File: src/rtl/stream_upsize.sv
// Packs T_DATA_RATIO narrow input beats into one wide output word with per-lane keep bits.
// A word closes early on s_last_i; the output register is a single-entry skid-free stage.
module stream_upsize #(
    parameter int T_DATA_WIDTH = 4,
    parameter int T_DATA_RATIO = 2
) (
    input  logic                    clk,
    input  logic                    rst_n,
    input  logic [T_DATA_WIDTH-1:0] s_data_i,
    input  logic                    s_last_i,
    input  logic                    s_valid_i,
    output logic                    s_ready_o,
    output logic [T_DATA_WIDTH-1:0] m_data_o [T_DATA_RATIO-1:0],
    output logic [T_DATA_RATIO-1:0] m_keep_o,
    output logic                    m_last_o,
    output logic                    m_valid_o,
    input  logic                    m_ready_i
);

    localparam int IDX_W = (T_DATA_RATIO > 1) ? $clog2(T_DATA_RATIO) : 1;
    localparam logic [IDX_W-1:0] LAST_IDX = IDX_W'(T_DATA_RATIO - 1);

    logic [IDX_W-1:0]        idx;
    logic [T_DATA_WIDTH-1:0] acc_data [T_DATA_RATIO-1:0];
    logic [T_DATA_RATIO-1:0] acc_keep;

    logic [T_DATA_WIDTH-1:0] word_data [T_DATA_RATIO-1:0];
    logic [T_DATA_RATIO-1:0] word_keep;
    logic                    accept;
    logic                    close_word;

    assign s_ready_o  = rst_n && (!m_valid_o || m_ready_i);
    assign accept     = s_valid_i && s_ready_o;
    assign close_word = accept && ((idx == LAST_IDX) || s_last_i);

    // Accumulation buffer with the incoming beat merged in; lanes above idx are already zero.
    always_comb begin
        word_data = acc_data;
        word_keep = acc_keep;
        word_data[idx] = s_data_i;
        word_keep[idx] = 1'b1;
    end

    always_ff @(posedge clk) begin
        if (!rst_n) begin
            idx       <= '0;
            acc_keep  <= '0;
            m_keep_o  <= '0;
            m_last_o  <= 1'b0;
            m_valid_o <= 1'b0;
            for (int k = 0; k < T_DATA_RATIO; k++) begin
                acc_data[k] <= '0;
                m_data_o[k] <= '0;
            end
        end else begin
            if (m_valid_o && m_ready_i) begin
                m_valid_o <= 1'b0;
            end
            if (close_word) begin
                // A freshly loaded word overrides the clear from a same-edge transfer.
                m_data_o  <= word_data;
                m_keep_o  <= word_keep;
                m_last_o  <= s_last_i;
                m_valid_o <= 1'b1;
                idx       <= '0;
                acc_keep  <= '0;
                for (int k = 0; k < T_DATA_RATIO; k++) begin
                    acc_data[k] <= '0;
                end
            end else if (accept) begin
                acc_data[idx] <= s_data_i;
                acc_keep[idx] <= 1'b1;
                idx           <= idx + 1'b1;
            end
        end
    end

endmodule

File: config.mk
export PLATFORM = sky130hd
export DESIGN_NAME = stream_upsize
export DESIGN_NICKNAME = d
export VERILOG_FILES = /design/src/rtl/stream_upsize.sv
export SDC_FILE = /design/constraint.sdc
export NUM_CORES = 1
export LEC_CHECK = 0
export BUFFER_PORTS_ARGS = -buffer_cell sky130_fd_sc_hd__buf_2
export CAP_MARGIN = 10
export CORE_MARGIN = 2
export CORE_UTILIZATION = 47
export CTS_CLUSTER_DIAMETER = 150
export DETAILED_ROUTE_END_ITERATION = 12
export PLACE_DENSITY = 0.73
export SETUP_SLACK_MARGIN = 0.15
export SYNTH_ARGS = -nofsm -noshare
export SYNTH_HDL_FRONTEND = slang
export SYNTH_SLANG_ARGS = --single-unit
File: constraint.sdc
create_clock -name clk -period 0.99 [get_ports clk]
set_input_delay 0.099 -clock clk [delete_from_list [all_inputs] [get_ports clk]]
set_output_delay 0.099 -clock clk [all_outputs]
set_load 0.005 [all_outputs]
==> results of run 1 <==
## through the flow
step | cell area [µm²] | cells | hold WS (ns) | total power, W | worst slack [ns]
2_1_floorplan | 1081 | 101 | 0.2496 | 0.001188 | -0.05403
3_3_place_gp | 1265 | 157 | 0.4051 | 0.001285 | -0.1271
3_5_place_dp | 1265 | 157 | 0.4173 | 0.001292 | -0.1525
4_1_cts | 1630 | 175 | 0.04792 | 0.001885 | -0.2255
5_1_grt | 1768 | 177 | 0.04978 | 0.002021 | -0.2711
6_report | 1768 | 177 | 0.05999 | 0.001968 | -0.2526
## path summary, 6_finish.rpt
| kind | end | slack (ns) | depth (start not counted) |
|---|---|---|---|
| min reg2reg | m_keep_o[0] | 0.46 | 2 |
| max reg2reg | m_keep_o[1] | -0.22 | 4 |
| max | s_ready_o | -0.25 | 4 |
| min | acc_data[3] | 0.06 | 3 |
## cell usage in the layout (no fill, tap or decap), types with 2 or more instances in the layout
cell / n
o21a_4: 2
nand3_1: 2
buf_6: 13
nand4_1: 8
a21oi_2: 9
inv_1: 2
o21ai_4: 3
buf_4: 19
a21oi_1: 2
o2bb2ai_1: 2
mux2i_1: 8
dfxtp_1: 10
o2bb2ai_2: 6
dfxtp_2: 12
clkbuf_4: 3
o31ai_4: 7
o211ai_4: 2
and2_4: 2
o21a_1: 2
o31ai_2: 2
buf_2: 17
## repair_timing
| action | in CTS | in global routing |
|---|---|---|
| pin swaps | 18 | 10 |
| gates resized for setup | 50 | 21 |
| setup buffers | 9 | 2 |
| endpoints found under the setup margin | 36 | 36 |
| cloned | 5 | 0 |
## per-layer routing
layer	vias to the layer above	wire length, µm	GRT usage (%)
li1	498	-	-
met1	528	1539	38.64
met2	62	1798	47.40
met3	19	272	4.094
met4	0	150	13.60
met5	-	0	0
## logic make-up after synthesis
kind of cell           count (synthesis)
AND/OR/NAND/NOR                       18
multiplexers                           8
buffers and inverters                 13
AO/OA/AOI/OAI                         39
flip-flops                            23
## power groups by stage
stage | clock network, W | registers [W] | logic, W
after detailed placement | 0 | 0.00100 | 0.000290
after global placement | 0 | 0.00100 | 0.000284
after CTS | 0.000482 | 0.000987 | 0.000416
final | 0.000485 | 0.000995 | 0.000488
after global routing | 0.000517 | 0.000999 | 0.000506
after floorplan | 0 | 0.00100 | 0.000186
## sequential cells by signal, summed over array words and instances, names as in the netlist
register,flops
acc_data,8
acc_keep,2
idx,1
m_data_o,8
m_keep_o,2
m_last_o,1
m_valid_o,1
## worst max-delay path, delay by kind of cell, from the launching register on
kind                   cells  cell delay [ns]
buffers and inverters      2             0.21
DFF                        1             0.40
and+or+nand+nor            2             0.20
## layout make-up
type	count	area share [%]
multi-input combinational	68	44.59
sequential	23	27.11
timing repair buffer	51	23.85
tap	28	1.982
clock buffer	3	1.274
inverter	3	0.7785
clock inverter	1	0.4246
==> impl_metrics.tcl, run 1 <==
set metrics [dict create \
    final_core_util_pct 81.49 \
    crit_arrival_ns 1.14 \
    dp_hpwl_um 1591 \
    status "complete, but fails checks" \
    fin_tns_setup_ns -3.867 \
    combPwrFrac_pct 24.8 \
    syn_avg_cell_area_um2 10.42 \
    fmax_mhz 804.8 \
    cpMostUsedCell "buf_6" \
    synth_top_family_by_area "compound AO/OA/AOI/OAI gates" \
    final-hold-violation-count 0 \
    yosysMostFrequentCell "dfxtp_1" \
    rows 17 \
    cts_tree "yes" \
    synth_fp_nets 110 \
    synth_simple_gate_area_share_pct 10.23 \
    cellPowerDensity_mw_per_mm2 1113 \
    clockBufferDepth 2 \
    share_seq_of_total_power_pct 50.6 \
    num-nets-final 159 \
    finalSetupViolCount 23 \
    die-width_um 51.32 \
    antenna_left 0 \
    clockRootBuffer "clkbuf_4" \
    gp_congestion 0.7930 \
    synth-compound-area-share_pct 29.73 \
    syn_area_mm2 0.001052 \
    worst_path_max_delay_cell "dfxtp_2" \
    postSynth.asyncResetShare_pct 0 \
    core_area_mm2 0.002170 \
    power.internal_w 0.001341 \
    multi_input_area_um2 788.3 \
    p_sw_share_pct 31.87 \
    grt_usage_pct 29.32 \
    crit_fanout 3 \
    cts_buffers 3 \
    yosys-top-cells-area "dfxtp_1, mux2i_1, o2bb2ai_1" \
    synthFlopType "dfxtp_1" \
    wl_per_cell_um 21.25 \
    synthCells 101 \
    synth_edf_count 0 \
    clkPwrFrac_pct 24.6 \
    drcViolationCount 0 \
    setup_slack_ns -0.2526 \
    synth.largest_area_cell "dfxtp_1" \
    crit_path_max_incr_delay_ns 0.40 \
    path_clk_slew_ns 0.14 \
    p_leak_nw 0.6340 \
    fp.dieH_um 51.32 \
    insertedDiodeCount 0 \
    ys_top_cells_by_count "dfxtp_1, a21oi_1, o31ai_1" \
    wl_um 3761 \
    p_sw_w 0.0006272 \
    worstPathCellList "nand2b_4, buf_6, and2_4, buf_6" \
    worstHoldStart "s_data_i[3]" \
    first_iter_violations 35 \
    failed_checks "negative setup slack" \
    muxShareOfSynthArea_pct 7.610 \
    routed_via_density 6.254 \
    dr.pass1.iters 4 \
    maxCapViolations 0 \
    gr-total-overflow 0 \
    die-area_mm2 0.002633 \
    worst_pin_slew_ns 0.3256 \
    vias 1107 \
    startpoint "m_valid_o" \
    initial_core_util_pct 48.50 \
    grt_pass1_wl_um 5575 \
    cts_sinks 23 \
    nFillCells 127 \
    ctsHoldBuffers 0 \
    grt_max_degree 15 \
    drv_slew 0 \
    yosysTopAreaCellShare_pct 43.76 \
    start_kind "flip-flop" \
    hold_class "in -> reg" \
    worstReg2RegStart "m_valid_o" \
    syn_to_final_growth_pct 68.01 \
    synthDistinctLibCells 28 \
    grt_pass1_vias 1070 \
    synthAdderAreaFrac_pct 0 \
    layout-drive-gt1-share_pct 72.48 \
    num_io_pins 22 \
    crit_path_end_kind "output port" \
    layout_min_cycle_time_ns 1.243 \
    path_class "reg -> out" \
    seq_area_um2 479.2 \
    ys_seq_area_share_pct 43.76 \
    post-route-period-util_pct 125.5 \
    io_buffer_count 21 \
    grt_setup_unrepaired "yes" \
    antenna_found_initial 0 \
    relSlewSlack_pct 78.19 \
    clk-insertion-delay-late_ns 0.34 \
    required_ns 0.89 \
    ys_warn_count 0 \
    htreeDepth 1 \
    synth_xor_area_share_pct 0 \
    synth_seq_cells 23 \
    vdd_drop_max_mv 1.274 \
    finClkSkew_ns 0.002695 \
]
(Power assumes the default switching activity.)
==> run 2: changes to the inputs <==
--- a/config.mk
+++ b/config.mk
@@ -12,7 +12,7 @@
 export CTS_CLUSTER_DIAMETER = 150
 export DETAILED_ROUTE_END_ITERATION = 12
 export PLACE_DENSITY = 0.73
-export SETUP_SLACK_MARGIN = 0.15
+export SETUP_SLACK_MARGIN = 0.1
 export SYNTH_ARGS = -nofsm -noshare
 export SYNTH_HDL_FRONTEND = slang
 export SYNTH_SLANG_ARGS = --single-unit
==> impl_metrics.tcl, run 2 (synthesized netlist as in run 1, its figures left out) <==
set metrics [dict create \
    vdd_drop_max_mv 1.020 \
    crit_path_max_incr_delay_ns 0.37 \
    cts_buffers 3 \
    clockBufferDepth 2 \
    cts_tree "yes" \
    dp_hpwl_um 1686 \
    die-area_mm2 0.002633 \
    cts_sinks 23 \
    final-hold-violation-count 0 \
    share_seq_of_total_power_pct 52.8 \
    finClkSkew_ns 0.02125 \
    io_buffer_count 21 \
    antenna_left 0 \
    worst_pin_slew_ns 0.3311 \
    layout-drive-gt1-share_pct 64.03 \
    vias 1015 \
    path_clk_slew_ns 0.15 \
    finalSetupViolCount 25 \
    clkPwrFrac_pct 24.5 \
    grt_setup_unrepaired "yes" \
    status "complete, but fails checks" \
    initial_core_util_pct 48.50 \
    gr-total-overflow 0 \
    p_sw_share_pct 30.51 \
    relSlewSlack_pct 77.86 \
    fmax_mhz 794.3 \
    p_sw_w 0.0005735 \
    first_iter_violations 14 \
    failed_checks "negative setup slack" \
    worst_path_max_delay_cell "dfxtp_2" \
    gp_congestion 0.7949 \
    routed_via_density 6.078 \
    nFillCells 157 \
    post-route-period-util_pct 127.2 \
    drcViolationCount 0 \
    grt_usage_pct 22.69 \
    ff2ff_setup_slack_ns -0.27 \
    crit_family "flip-flops" \
    cellPowerDensity_mw_per_mm2 1186 \
    p_leak_nw 0.5786 \
    clk-insertion-delay-late_ns 0.32 \
    htreeDepth 1 \
    setup_slack_ns -0.2690 \
    layout_min_cycle_time_ns 1.259 \
    dr.pass1.iters 4 \
    start_kind "flip-flop" \
    fp.dieH_um 51.32 \
    grt_pass1_vias 902 \
    worstPathCellList "buf_6, and2b_4, buf_8, o31ai_2, a21oi_1" \
    crit_arrival_ns 1.46 \
    final_common_cell "buf_2" \
    num-nets-final 149 \
    combPwrFrac_pct 22.7 \
    insertedDiodeCount 0 \
    syn_to_final_growth_pct 50.54 \
    rows 17 \
    power.internal_w 0.001306 \
    core_area_mm2 0.002170 \
    grt_pass1_wl_um 4395 \
    antenna_found_initial 0 \
    num_io_pins 22 \
    cp_num_buf_inv 2 \
    die-width_um 51.32 \
    wl_per_cell_um 20.34 \
    top_regs "acc_data: 8 flops, m_data_o: 8 flops" \
    grt_max_degree 15 \
    power_w 0.001879 \
    maxCapViolations 0 \
    wl_um 3397 \
    hold_class "in -> reg" \
    final_cell_mix "buf_2, buf_4, dfxtp_1, dfxtp_2, a21oi_1" \
    stdcell_area_mm2 0.001584 \
    drv_slew 0 \
    path_class "reg -> reg" \
    crit_fanout 6 \
    postPlaceCellArea_mm2 0.001240 \
    multi_input_area_um2 730.7 \
    seq_area_um2 478.0 \
    required_ns 1.19 \
    crit_path_end_kind "flip-flop" \
    clockRootBuffer "clkbuf_4" \
]
==> run 2: cell types whose count changed in the layout (fill, tap and decap cells not counted), sizes merged <==
cell | before | now
clkinvlp | 1 | 0
and2b | 1 | 2
clkinv | 0 | 1
buf | 51 | 40
==> run 2: final timing paths <==
kind | start | endpoint | cells after the start
worst min-delay path | s_data_i[0] | acc_data[4] | 3
worst max-delay path | m_valid_o | acc_data[1] | 5
worst min register to register | m_data_o[6] | m_data_o[6] | 1
worst max register to register | m_valid_o | acc_data[1] | 5
==> run 2: what timing repair did <==
| item | CTS | global route |
|---|---|---|
| pin swaps | 4 | 18 |
| setup endpoints to repair | 28 | 35 |
| hold buffers | 0 | 0 |
| resized for setup | 20 | 34 |
| buffers inserted | 4 | 4 |
| gates cloned | 1 | 3 |
==> run 2: cell type report <==
cell class | instances | area share (%)
clock buffer | 3 | 1.422
clock inverter | 1 | 0.3160
inverter | 3 | 0.8689
multi-input combinational | 69 | 46.13
sequential | 23 | 30.17
tap | 28 | 2.212
timing repair buffer | 40 | 18.88
==> run 2: power by group through the flow <==
stage / registers (W) / logic [W] / clock network, W
finish: 0.000992 / 0.000427 / 0.000460
global route: 0.000997 / 0.000446 / 0.000493
CTS: 0.000986 / 0.000336 / 0.000452
detailed placement: 0.00100 / 0.000288 / 0
global placement: 0.00100 / 0.000275 / 0
floorplan: 0.00100 / 0.000186 / 0
==> run 2: per-layer routing <==
metal  track usage (%)  wire, µm  up-vias
met2             39.83      1848       35
met1             28.10      1318      507
met4             7.895        42        0
li1                  -         -      469
met5                 0         0        -
met3             3.509       189        4
==> run 2: tightest hold or removal path: stages <==
cell	delay (ns)
buf_2	0.12
nand4_1	0.08
a21oi_1	0.06
==> run 2: through the flow <==
step / instances / hold slack, ns / utilization (%) / TNS, ns / setup slack, ns
floorplan: 101 / 0.2496 / - / -0.3354 / -0.05403
global placement: 152 / 0.4056 / 57.15 / -1.701 / -0.09381
detailed placement: 152 / 0.4159 / 57.15 / -2.565 / -0.1760
CTS: 161 / 0.06218 / 64.24 / -4.618 / -0.2326
global route: 167 / 0.06263 / 73.01 / -4.569 / -0.2631
finish: 167 / 0.05423 / 73.01 / -4.106 / -0.2690
